**src/rtl/fetch_pkg.sv**
```systemverilog
// Shared types and constants for the instruction-fetch AXI-lite master.
// Optional feature macro used by the fetch stage: FETCH_RESP_CHECK_EN.
package fetch_pkg;

  localparam int XLEN_ADDR = 32;
  localparam int INST_W    = 32;

  localparam logic [1:0] RESP_OKAY = 2'b00;

  typedef enum logic [1:0] {
    REQ   = 2'b00,
    WAIT  = 2'b01,
    STALL = 2'b10
  } fetch_state_e;

  typedef struct packed {
    logic [INST_W-1:0]    inst;
    logic [XLEN_ADDR-1:0] pc;
    logic                 fault;
  } fetch_entry_t;

  function automatic logic resp_is_err(input logic [1:0] resp);
    return (resp != RESP_OKAY);
  endfunction

endpackage

```
**src/rtl/fetch_fifo.sv**
```systemverilog
// Prefetch FIFO: wrap-around pointers carry an extra MSB so full and empty
// are told apart; flush empties it and wins over push and pop.
module fetch_fifo
  import fetch_pkg::*;
#(
  parameter int DEPTH = 4
) (
  input  logic                   CLK,
  input  logic                   RST_N,
  input  logic                   flush,
  input  logic                   push,
  input  fetch_entry_t           push_data,
  input  logic                   pop,
  output logic [$clog2(DEPTH):0] count,
  output logic                   head_valid,
  output fetch_entry_t           head
);

  localparam int AW = $clog2(DEPTH);

  fetch_entry_t mem_r [DEPTH];
  logic [AW:0]  wr_ptr_r;
  logic [AW:0]  rd_ptr_r;

  // Storage and pointer update.
  always_ff @(posedge CLK) begin
    if (!RST_N) begin
      wr_ptr_r <= '0;
      rd_ptr_r <= '0;
      for (int i = 0; i < DEPTH; i++) begin
        mem_r[i] <= '0;
      end
    end else if (flush) begin
      wr_ptr_r <= '0;
      rd_ptr_r <= '0;
    end else begin
      if (push) begin
        mem_r[wr_ptr_r[AW-1:0]] <= push_data;
        wr_ptr_r                <= wr_ptr_r + (AW+1)'(1);
      end
      if (pop) begin
        rd_ptr_r <= rd_ptr_r + (AW+1)'(1);
      end
    end
  end

  assign count      = wr_ptr_r - rd_ptr_r;
  assign head_valid = (count != '0);
  assign head       = mem_r[rd_ptr_r[AW-1:0]];

endmodule

```
**src/rtl/fetch_axi_master.sv**
```systemverilog
// Instruction fetch over single-beat AXI-lite reads into a prefetch FIFO,
// with redirect/flush. Define FETCH_RESP_CHECK_EN to fault and halt on non-OKAY rresp.
module fetch_axi_master
  import fetch_pkg::*;
#(
  parameter int          FIFO_DEPTH = 4,
  parameter logic [31:0] RESET_PC   = 32'h0000_0000
) (
  input  logic        CLK,
  input  logic        RST_N,
  input  logic        redirect_valid,
  input  logic [31:0] redirect_pc,
  output logic        arvalid,
  output logic [31:0] araddr,
  input  logic        arready,
  input  logic [63:0] rdata,
  input  logic        rvalid,
  input  logic [1:0]  rresp,
  output logic        inst_valid,
  input  logic        inst_ready,
  output logic [31:0] inst,
  output logic [31:0] inst_pc,
  output logic        inst_fault,
  output logic        fetch_halted
);

  localparam int CW = $clog2(FIFO_DEPTH) + 1;
  localparam logic [CW-1:0] DEPTH_C = CW'(FIFO_DEPTH);
  localparam logic [1:0] S_REQ   = REQ;
  localparam logic [1:0] S_WAIT  = WAIT;
  localparam logic [1:0] S_STALL = STALL;

  logic [1:0]    state_r, state_nxt_s;
  logic [31:0]   pc_r, pc_nxt_s, araddr_r;
  logic          arvalid_r, drop_r, drop_nxt_s, halted_r, halted_nxt_s;
  logic          fire_s, push_s, pop_s, resp_err_s, head_valid_s, unused_s;
  logic [CW-1:0] count_s;
  fetch_entry_t  push_data_s, head_s;

  assign fire_s = arvalid_r & arready;
  assign pop_s  = head_valid_s & inst_ready & ~redirect_valid;

`ifdef FETCH_RESP_CHECK_EN
  assign resp_err_s   = resp_is_err(rresp);
  assign inst_fault   = head_s.fault;
  assign fetch_halted = halted_r;
  assign unused_s     = ^rdata[63:32];
`else
  assign resp_err_s   = 1'b0;
  assign inst_fault   = 1'b0;
  assign fetch_halted = 1'b0;
  assign unused_s     = ^{rdata[63:32], rresp, head_s.fault};
`endif

  // Next-state, pc, drop and halt decisions; redirect overrides normal flow.
  always_comb begin
    state_nxt_s  = state_r;
    pc_nxt_s     = pc_r;
    drop_nxt_s   = drop_r;
    halted_nxt_s = halted_r;
    push_s       = 1'b0;
    push_data_s  = '{inst: rdata[31:0], pc: pc_r, fault: resp_err_s};
    if (redirect_valid) begin
      pc_nxt_s     = {redirect_pc[31:2], 2'b00};
      halted_nxt_s = 1'b0;
      case (state_r)
        S_WAIT: begin
          // A response arriving with the redirect is the one being discarded.
          drop_nxt_s  = ~rvalid;
          state_nxt_s = rvalid ? S_REQ : S_WAIT;
        end
        S_REQ: begin
          // A presented request keeps its address until taken; its reply is dropped.
          drop_nxt_s  = arvalid_r;
          state_nxt_s = fire_s ? S_WAIT : S_REQ;
        end
        default: begin
          drop_nxt_s  = 1'b0;
          state_nxt_s = S_REQ;
        end
      endcase
    end else begin
      case (state_r)
        S_REQ: begin
          state_nxt_s = fire_s ? S_WAIT : S_REQ;
        end
        S_WAIT: begin
          if (rvalid && drop_r) begin
            drop_nxt_s  = 1'b0;
            state_nxt_s = ((count_s < DEPTH_C) && !halted_r) ? S_REQ : S_STALL;
          end else if (rvalid) begin
            push_s       = 1'b1;
            pc_nxt_s     = pc_r + 32'd4;
            halted_nxt_s = halted_r | resp_err_s;
            state_nxt_s  = (((count_s + CW'(1)) < DEPTH_C) && !halted_nxt_s) ? S_REQ : S_STALL;
          end else begin
            state_nxt_s = S_WAIT;
          end
        end
        S_STALL: begin
          state_nxt_s = ((count_s < DEPTH_C) && !halted_r) ? S_REQ : S_STALL;
        end
        default: begin
          state_nxt_s = S_REQ;
        end
      endcase
    end
  end

  // Control registers and the registered AXI address channel.
  always_ff @(posedge CLK) begin
    if (!RST_N) begin
      state_r   <= S_REQ;
      pc_r      <= RESET_PC;
      araddr_r  <= RESET_PC;
      arvalid_r <= 1'b0;
      drop_r    <= 1'b0;
      halted_r  <= 1'b0;
    end else begin
      state_r   <= state_nxt_s;
      pc_r      <= pc_nxt_s;
      drop_r    <= drop_nxt_s;
      halted_r  <= halted_nxt_s;
      arvalid_r <= (state_nxt_s == S_REQ);
      if (!arvalid_r || fire_s) begin
        araddr_r <= pc_nxt_s;
      end else begin
        araddr_r <= araddr_r;
      end
    end
  end

  assign arvalid = arvalid_r;
  assign araddr  = araddr_r;

  fetch_fifo #(
    .DEPTH (FIFO_DEPTH)
  ) u_fifo (
    .CLK        (CLK),
    .RST_N      (RST_N),
    .flush      (redirect_valid),
    .push       (push_s),
    .push_data  (push_data_s),
    .pop        (pop_s),
    .count      (count_s),
    .head_valid (head_valid_s),
    .head       (head_s)
  );

  assign inst_valid = head_valid_s;
  assign inst       = head_s.inst;
  assign inst_pc    = head_s.pc;

endmodule

```
**config.mk**
```make
export PLATFORM = sky130hd
export DESIGN_NAME = fetch_axi_master
export DESIGN_NICKNAME = d
export VERILOG_FILES = /design/src/rtl/fetch_pkg.sv /design/src/rtl/fetch_fifo.sv /design/src/rtl/fetch_axi_master.sv
export SDC_FILE = /design/constraint.sdc
export NUM_CORES = 1
export LEC_CHECK = 0
export ABC_AREA = 1
export CAP_MARGIN = 20
export CELL_PAD_IN_SITES_DETAIL_PLACEMENT = 0
export CELL_PAD_IN_SITES_GLOBAL_PLACEMENT = 1
export CORE_MARGIN = 2
export CORE_UTILIZATION = 38
export DETAILED_ROUTE_END_ITERATION = 10
export PLACE_DENSITY = 0.82
export REMOVE_ABC_BUFFERS = 1
export SLEW_MARGIN = 20
export SYNTH_ARGS = -nofsm -noshare
export SYNTH_HDL_FRONTEND = slang
export SYNTH_SLANG_ARGS = --single-unit
```
**constraint.sdc**
```tcl
create_clock -name CLK -period 7.9 [get_ports CLK]
set_clock_uncertainty 0.2 [all_clocks]
set_input_delay 1.975 -clock CLK [delete_from_list [all_inputs] [get_ports CLK]]
set_output_delay 1.975 -clock CLK [all_outputs]
set_load 0.01 [all_outputs]
```
Yosys cells after proc, flatten, opt, wreduce, memory -nomap -nowiden
Memory sizes are Yosys's and may differ from the RTL's. A register that Yosys moved wholly into a read port is not among the register bits. Index checks and enable logic that the tools add are counted. W data, S select, Z words.

Bitwise gates (word level): 6. $add $sub $neg: 5. Muxes and demuxes: 31. Magnitude comparators: 2. Reductions and logical operators: 11. Equality and inequality tests: 2.

Operators with widths (count): $mux W32 (4); $mux W64 (1); $reduce_or A64 Y1 (1); $add A32 B3 Y32 const B (1); $mux W2 (8); $mux W1 (15); $add A3 B1 Y3 const B (3); $lt A3 B3 Y1 const B (2); $pmux W2 S3 (1); $logic_not A2 Y1 (2); $pmux W1 S2 (2); $reduce_bool A2 Y1 (2); $and A1 B1 Y1 (3); $not A1 Y1 (3); $reduce_bool A3 Y1 (1); $sub A3 B3 Y3 (1); $eq A2 B1 Y1 const B (1); $eq A2 B2 Y1 const B (1); $reduce_and A2 Y1 (1); $reduce_or A2 Y1 (1); $logic_and A1 B1 Y1 (1); $logic_not A1 Y1 (1); $logic_or A1 B1 Y1 (1).

Memories kept: 1. Bits of input ports: 104. Bits in writable memories: 256. Output and inout port bits: 100. Register bits after elaboration: 74. Logic and storage cells: 65.

Memory list: u_fifo.mem_r (depth 4, width 64, rd ports 1, clocked after Yosys merged registers in 1, write ports 4, RTL line fetch_fifo.sv:21) `fetch_entry_t mem_r [DEPTH];`.

Logic depth before layout (Yosys ltp)
Gate-level depths: netlist of the first run.

Depth after elaboration: 10. Gate-level depth with buffers: 12. Mapped depth without buffers: 11.

Cells and area by module
A second synthesis of the first run with hierarchy kept.

Cell total of the unflattened synthesis: 1753. Area total of the unflattened synthesis: 15826.4 um^2.

Modules (own cells, without submodules): fetch_fifo (times used 1, area an instance 12097.9 um^2, seq. area each 7967.6 um^2, cells an instance 1178); fetch_axi_master (times used 1, area an instance 3728.6 um^2, seq. area each 1361.3 um^2, cells an instance 575).

Worst setup path after synthesis of the first run
OpenSTA, ideal clock, no wires.

Path type: input to register. From: input port rvalid. To: memory u_fifo.mem_r[3][0] in the netlist's numbering, enable pin. Cell stages on the path: 5. Library setup time: 0.581 ns. Required time: 7.119 ns. Arrival: 7.146 ns. Path buffers: 1. Path slack: -0.027 ns. Path through: nand2_1 -> nor2_4 -> buf_6 -> nand2_1 -> o31ai_1.

RTL lines: start: declaration (RTL line fetch_axi_master.sv:17) `input logic rvalid,`; end: declaration (RTL line fetch_fifo.sv:21).

==> metrics.json, run 1 <==
{
  "synth": {
    "synth-seq-cells": 332,
    "synth_cell_type_count": 42,
    "top_post_synthesis_cells_by_area": "sky130_fd_sc_hd__edfxtp_1 (52%), sky130_fd_sc_hd__dfxtp_1 (10%), sky130_fd_sc_hd__nor2_1 (9.5%)",
    "synth.area.mux_share_pct": 0,
    "synthAdderAreaFrac_pct": 0.475,
    "post-synth-top-area-fraction_pct": 52.2,
    "post_synth_and_or_nand_nor_area_fraction_pct": 21.1,
    "synth_async_sr_flop_share_pct": 0,
    "synth_xor_area_share_pct": 0.297,
    "combined_area_of_all_synthesized_cells_sq_um": 14700,
    "post-synth-top-area-cell": "sky130_fd_sc_hd__edfxtp_1",
    "synth_top_family_by_area": "simple AND/OR/NAND/NOR gates",
    "synth_compound_area_share_pct": 9.46,
    "syn-mean-instance-area_sq_um": 9.59,
    "synthFlopType": "sky130_fd_sc_hd__edfxtp_1",
    "synth-warning-count": 0,
    "synthesis.instances": 1537,
    "synth-edff-count": 256,
    "synth.yosys.seq_area_share_pct": 62.5
  },
  "global_route": {
    "antenna_found_initial": 0,
    "grtUsageTotal_pct": 20.0,
    "wire_length_of_the_first_global_routing_pass_mm": 63.4,
    "grtUsageMet1_pct": 27.8,
    "globalRouteOverflowTotal": 0,
    "first_global_vias": 11107,
    "grt_use_met3_pct": 2.52,
    "largest_net_degree_at_the_start_of_global_routing": 95,
    "grtUsageMet2_pct": 33.3,
    "layer_with_the_highest_usage": "met2"
  },
  "clock_tree": {
    "htreeDepth": 2,
    "insertion_delay_of_the_later_clocked_pin_in_the_worst_skew_pair_ps": 510,
    "worst_setup_hold_path_clk_slew_ps": 60,
    "tritoncts.num_buffers": 37,
    "clock_tree.root_cell": "sky130_fd_sc_hd__clkbuf_16",
    "cts_hold_repair.buffers": 0,
    "ctsLongestPathBuffers": 3,
    "cts_tree": "built",
    "numClockSinks": 332,
    "postCtsSetupBuffers": 0,
    "ctsResizeCount": 0
  },
  "sta": {
    "timing.final.hold_violations": 0,
    "grt_setup_unrepaired": "false",
    "max_slew.worst_pin.slew_ps": 1090,
    "timing.setup.tns_ps": 0,
    "finalMaxSlewViolations": 0,
    "max-slew-margin-rel_pct": 27.5,
    "achievable-frequency_mhz": 181,
    "finalCritPeriodShare_pct": 69.9,
    "report.final.setup_viol": 0,
    "finalWorstPathRequiredPeriod_ps": 5520,
    "hold_ws_ps": 255
  },
  "place": {
    "placedInstanceArea_sq_um": 16700,
    "placedCellCount": 2144,
    "detailedPlacementHpwl_mm": 23.7,
    "place.gp.congestion": 0.879,
    "io_buffers": 165
  },
  "critical_path": {
    "worst-endpoint-required_ps": 7840,
    "arrival_ps": 5460,
    "critPathCaptureType": "register",
    "worst_r2r_endpoint": "u_fifo.mem_r[0][0]$_SDFFCE_PN0P_",
    "r2r_setup_slack_ps": 4760,
    "worstPathMaxFanout": 49,
    "kind_of_start_point_of_the_critical_path": "input port",
    "rr_startpoint": "drop_r$_SDFFE_PN0P_",
    "reg2regPathDepth": 8,
    "critPathKind": "input port to register"
  },
  "min_path": {
    "whs_endpoint": "araddr[30]$_SDFFE_PN0P_",
    "hp-start": "araddr[30]$_SDFFE_PN0P_",
    "holdPathStages": 2,
    "worstHoldPathType": "register to register"
  },
  "status": {
    "outcome": "completed"
  },
  "finish": {
    "layout_cells_sized_above_1_pct": 7.20,
    "syn_to_final_growth_pct": 21.4,
    "ff_latch_area_sq_um": 9210,
    "multi_input_area_sq_um": 4670,
    "design.final.nets": 1775,
    "post-route-cell-area_sq_um": 17900,
    "n_fill_cell": 3677,
    "antennaDiodeCount": 0,
    "layoutNonFillerInstCount": 2212
  },
  "power": {
    "peakVddDrop_mv": 0.129,
    "power.density_nw_per_um2": 224,
    "cellLeakagePower_nw": 6.74
  },
  "die": {
    "fp-row-count": 72,
    "area_of_the_die_sq_um": 40400,
    "die_width_um": 201,
    "core_area_sq_um": 38500,
    "die_h_um": 201,
    "ioPinCount": 204,
    "initial_core_util_pct": 38.3
  },
  "route": {
    "ant_nets": 0,
    "drt_first_pass_iters": 5,
    "detailed_route_drc_error_count": 0,
    "detail_route.wl_per_cell_um": 18.6,
    "route.final.wire_length_mm": 41.1,
    "initial_drt_markers": 815,
    "num_vias": 11421,
    "via_to_cell_ratio": 5.16
  },
  "run": {
    "maxCapViolations": 0
  }
}
-- cells by family (layout without fill, tap and decap cells) --
group,Yosys count,in the layout
AND/OR/NAND/NOR,730,730
flip-flops,332,332
AO/OA/AOI/OAI,254,254
buffers and inverters,210,366
adder cells (fa/ha/maj),5,5
XOR/XNOR,5,5
other,1,2
-- synth_stat cells, types with 3 or more instances --
master and number:
sky130_fd_sc_hd__xor2_1 3, sky130_fd_sc_hd__edfxtp_1 256, sky130_fd_sc_hd__clkbuf_1 50, sky130_fd_sc_hd__buf_4 6, sky130_fd_sc_hd__a21oi_1 15, sky130_fd_sc_hd__or2_2 12, sky130_fd_sc_hd__nand2_1 168, sky130_fd_sc_hd__o211ai_1 4
sky130_fd_sc_hd__nand3_1 67, sky130_fd_sc_hd__buf_6 11, sky130_fd_sc_hd__buf_2 19, sky130_fd_sc_hd__dfxtp_1 76, sky130_fd_sc_hd__nor2_1 373, sky130_fd_sc_hd__o21ai_1 12, sky130_fd_sc_hd__nor2_2 16, sky130_fd_sc_hd__ha_1 4
sky130_fd_sc_hd__buf_1 4, sky130_fd_sc_hd__nor3_1 68, sky130_fd_sc_hd__nand4_1 8, sky130_fd_sc_hd__o22ai_1 69, sky130_fd_sc_hd__nor2_4 5, sky130_fd_sc_hd__inv_1 112, sky130_fd_sc_hd__inv_2 6, sky130_fd_sc_hd__nand2_2 4
sky130_fd_sc_hd__nand3b_1 3, sky130_fd_sc_hd__o21ai_0 145
-- per-layer routing --
layer | vias to the layer above | wire [um]
met2 | 382 | 19700
met4 | 0 | 962
met3 | 56 | 2450
met1 | 5508 | 18000
met5 | - | 0
li1 | 5475 | -
-- placed cells by master (no fill, tap or decap), types with 39 or more instances in the layout --
cell type	instances
sky130_fd_sc_hd__clkbuf_16	39
sky130_fd_sc_hd__clkdlybuf4s50_1	165
sky130_fd_sc_hd__dfxtp_1	74
sky130_fd_sc_hd__edfxtp_1	256
sky130_fd_sc_hd__inv_1	111
sky130_fd_sc_hd__nand2_1	162
sky130_fd_sc_hd__nand3_1	67
sky130_fd_sc_hd__nor2_1	373
sky130_fd_sc_hd__nor3_1	68
sky130_fd_sc_hd__o21ai_0	144
sky130_fd_sc_hd__o22ai_1	69
-- through the flow --
step / utilization (%) / setup WS, ps / total power [mW]
global placement: 43.5 / 1870 / 2.41
global route: 46.5 / 2150 / 4.14
CTS: 46.5 / 2360 / 4.03
detailed placement: 43.5 / 1830 / 2.41
floorplan: - / -67.9 / 2.19
finish: 46.5 / 2380 / 4.00
-- registers in the layout (all words and copies together) (netlist names), named ones only --
name,count
u_fifo.mem_r,256
araddr,32
pc_r,32
u_fifo.rd_ptr_r,3
u_fifo.wr_ptr_r,3
state_r,2
arvalid,1
drop_r,1
-- power breakdown --
group          switching (mW)  internal, mW  total [mW]
registers              0.0349          1.95        1.98
clock network           0.690         0.940        1.63
logic                   0.226         0.163       0.389
-- final cells by class --
type | instances | share of cell area, %
clock inverters | 18 | 0.692
inverters | 120 | 2.53
multi-input cells | 996 | 26.1
flip-flops and latches | 332 | 51.5
clock buffers | 49 | 5.66
well taps | 518 | 3.62
repair buffers | 179 | 9.92
-- critical path, cell delays in order --
cell and delay, ps:
sky130_fd_sc_hd__clkdlybuf4s50_1 940, sky130_fd_sc_hd__inv_2 450, sky130_fd_sc_hd__nor2_8 390, sky130_fd_sc_hd__nand2_4 320, sky130_fd_sc_hd__nor2_2 250, sky130_fd_sc_hd__nand2_2 100
sky130_fd_sc_hd__nand2_4 230, sky130_fd_sc_hd__buf_4 710
-- worst max-delay path by stage --
| stage | cells after the start | slack (ps) | from | to |
|---|---|---|---|---|
| final | 8 | 2380 | RST_N | u_fifo.mem_r[0][0]$_SDFFCE_PN0P_ |
| after detailed placement | 8 | 1830 | RST_N | u_fifo.mem_r[0][30]$_SDFFCE_PN0P_ |
| after floorplan | 4 | -70 | rvalid | u_fifo.mem_r[3][0]$_DFFE_PP_ |
| after global routing | 8 | 2150 | RST_N | u_fifo.mem_r[0][27]$_SDFFCE_PN0P_ |
| after CTS | 8 | 2360 | RST_N | u_fifo.mem_r[0][27]$_SDFFCE_PN0P_ |
| after global placement | 8 | 1870 | RST_N | u_fifo.mem_r[0][30]$_SDFFCE_PN0P_ |
Power figures use the tool's default switching activity.
==> run 2: changes to the inputs <==
--- a/config.mk
+++ b/config.mk
@@ -10,9 +10,9 @@
 export CELL_PAD_IN_SITES_DETAIL_PLACEMENT = 0
 export CELL_PAD_IN_SITES_GLOBAL_PLACEMENT = 1
 export CORE_MARGIN = 2
-export CORE_UTILIZATION = 38
+export CORE_UTILIZATION = 42
 export DETAILED_ROUTE_END_ITERATION = 10
-export PLACE_DENSITY = 0.82
+export PLACE_DENSITY = 0.85
 export REMOVE_ABC_BUFFERS = 1
 export SLEW_MARGIN = 20
 export SYNTH_ARGS = -nofsm -noshare
==> constraint.sdc (replaced) <==
create_clock -name CLK -period 5.25 [get_ports CLK]
set_clock_uncertainty 0.2 [all_clocks]
set_input_delay 1.3125 -clock CLK [delete_from_list [all_inputs] [get_ports CLK]]
set_output_delay 1.3125 -clock CLK [all_outputs]
set_load 0.01 [all_outputs]
==> run 2 against run 1 <==
  * Combinational power rose by 52%
  * Sequential power increased by 51%
  * Non-clock buffer count is 9 higher
  * Critical path type is now register to output pin
==> metrics.json, run 2 (synthesized netlist as in run 1, its figures left out) <==
{
  "status": {
    "outcome": "completed"
  },
  "power": {
    "peakVddDrop_mv": 0.179,
    "cellLeakagePower_nw": 6.81,
    "power.density_nw_per_um2": 338,
    "post-layout-total-power_mw": 6.06
  },
  "die": {
    "initial_core_util_pct": 42.7,
    "fp-row-count": 68,
    "area_of_the_die_sq_um": 36600,
    "ioPinCount": 204,
    "core_area_sq_um": 34500,
    "die_h_um": 191,
    "die_width_um": 191
  },
  "sta": {
    "finalCritPeriodShare_pct": 90.5,
    "hold_ws_ps": 250,
    "finalWorstPathRequiredPeriod_ps": 4750,
    "max-slew-margin-rel_pct": 37.1,
    "timing.final.hold_violations": 0,
    "finalMaxSlewViolations": 0,
    "grt_setup_unrepaired": "false",
    "max_slew.worst_pin.slew_ps": 944,
    "achievable-frequency_mhz": 211,
    "report.final.setup_viol": 0
  },
  "place": {
    "place.gp.congestion": 0.885,
    "detailedPlacementHpwl_mm": 24.2,
    "io_buffers": 165,
    "placedInstanceArea_sq_um": 16800
  },
  "clock_tree": {
    "cts_hold_repair.buffers": 0,
    "clock_tree.root_cell": "sky130_fd_sc_hd__clkbuf_16",
    "postCtsSetupBuffers": 0,
    "numClockSinks": 332,
    "worst_setup_hold_path_clk_slew_ps": 60,
    "cts_tree": "built",
    "htreeDepth": 2,
    "ctsLongestPathBuffers": 3,
    "ctsResizeCount": 0,
    "tritoncts.num_buffers": 36,
    "insertion_delay_of_the_later_clocked_pin_in_the_worst_skew_pair_ps": 520
  },
  "finish": {
    "post-route-cell-area_sq_um": 17900,
    "layout_common_cells": "sky130_fd_sc_hd__nor2_1 (373), sky130_fd_sc_hd__edfxtp_1 (256), sky130_fd_sc_hd__clkdlybuf4s50_1 (165)",
    "antennaDiodeCount": 0,
    "design.final.nets": 1783,
    "syn_to_final_growth_pct": 21.8,
    "leading_cell_type_in_the_layout_fill_and_taps_excluded": "sky130_fd_sc_hd__nor2_1",
    "regMostFlops": "u_fifo.mem_r",
    "flip_flop_count_of_the_largest_register_after_layout": 256,
    "layout_cells_sized_above_1_pct": 7.76
  },
  "critical_path": {
    "worstPathMaxFanout": 68,
    "worst-endpoint-required_ps": 3740,
    "critPathKind": "register to output pin",
    "arrival_ps": 3240,
    "critPathCaptureType": "output pin",
    "kind_of_start_point_of_the_critical_path": "register"
  },
  "route": {
    "ant_nets": 0,
    "via_to_cell_ratio": 5.27,
    "num_vias": 11366,
    "detailed_route_drc_error_count": 0,
    "initial_drt_markers": 1088,
    "route.final.wire_length_mm": 40.6,
    "drt_first_pass_iters": 5,
    "detail_route.wl_per_cell_um": 18.8
  },
  "global_route": {
    "first_global_vias": 11233,
    "globalRouteOverflowTotal": 0,
    "antenna_found_initial": 1,
    "grtUsageTotal_pct": 22.3,
    "wire_length_of_the_first_global_routing_pass_mm": 62.6,
    "largest_net_degree_at_the_start_of_global_routing": 129
  },
  "min_path": {
    "worstHoldPathType": "register to register"
  },
  "run": {
    "maxCapViolations": 0
  }
}
run 2: cell types whose count changed in the layout (fill, tap and decap cells not counted), moves of 3 or more:
cell,delta
sky130_fd_sc_hd__buf_4,+8
sky130_fd_sc_hd__clkbuf_16,-3
sky130_fd_sc_hd__buf_12,+3
sky130_fd_sc_hd__clkbuf_1,+4
sky130_fd_sc_hd__clkinv_1,-7
sky130_fd_sc_hd__clkbuf_8,+8
run 2: metrics by stage:
step / worst slack (ps) / utilization (%) / setup TNS, ps / cells
after floorplan: -2060 / - / -583450 / 1448
after global placement: 1080 / 48.6 / 0 / 2091
after detailed placement: 1060 / 48.6 / 0 / 2091
after CTS: 521 / 52.0 / 0 / 2156
after global routing: 345 / 52.0 / 0 / 2156
final: 501 / 52.0 / 0 / 2156
run 2: worst max-delay path, stage by stage, from the launching register on:
cell                              delay (ps)
sky130_fd_sc_hd__dfxtp_4                 530
sky130_fd_sc_hd__inv_4                   620
sky130_fd_sc_hd__buf_4                   500
sky130_fd_sc_hd__o21ai_0                 170
sky130_fd_sc_hd__o22ai_1                 230
sky130_fd_sc_hd__clkdlybuf4s50_1         590
run 2: path summary, 6_finish.rpt:
kind | startpoint | to | slack, ps | cells after the start
worst min register to register | araddr[27]$_SDFFE_PN0P_ | araddr[27]$_SDFFE_PN0P_ | 250 | 2
worst min-delay path | araddr[27]$_SDFFE_PN0P_ | araddr[27]$_SDFFE_PN0P_ | 250 | 2
worst max-delay path | register | inst[28] | 500 | 5
worst max register to register | drop_r$_SDFFE_PN0P_ | u_fifo.mem_r[3][41]$_DFFE_PP_ | 2600 | 6
run 2: area by class of cell:
| cell class | count | area (sq um) |
|---|---|---|
| clock buffer | 58 | 1060 |
| clock inverter | 7 | 100 |
| fill | 3181 | 16600 |
| inverter | 120 | 453 |
| multi-input combinational | 996 | 4670 |
| sequential | 332 | 9210 |
| tap | 455 | 569 |
| timing repair buffer | 188 | 1870 |
run 2: per-layer routing:
layer / track usage, % / part of all wire [%] / up-vias
met2: 37.7 / 49 / 410
met3: 3.51 / 6.9 / 66
met1: 29.6 / 42 / 5390
li1: - / - / 5498
met4: 6.48 / 2.4 / 2
met5: 0 / 0.032 / -
run 2: report_power, final:
group	switching (mW)	internal (mW)	total, mW
Combinational	0.340	0.250	0.590
Clock	1.00	1.49	2.49
Sequential	0.0537	2.93	2.98
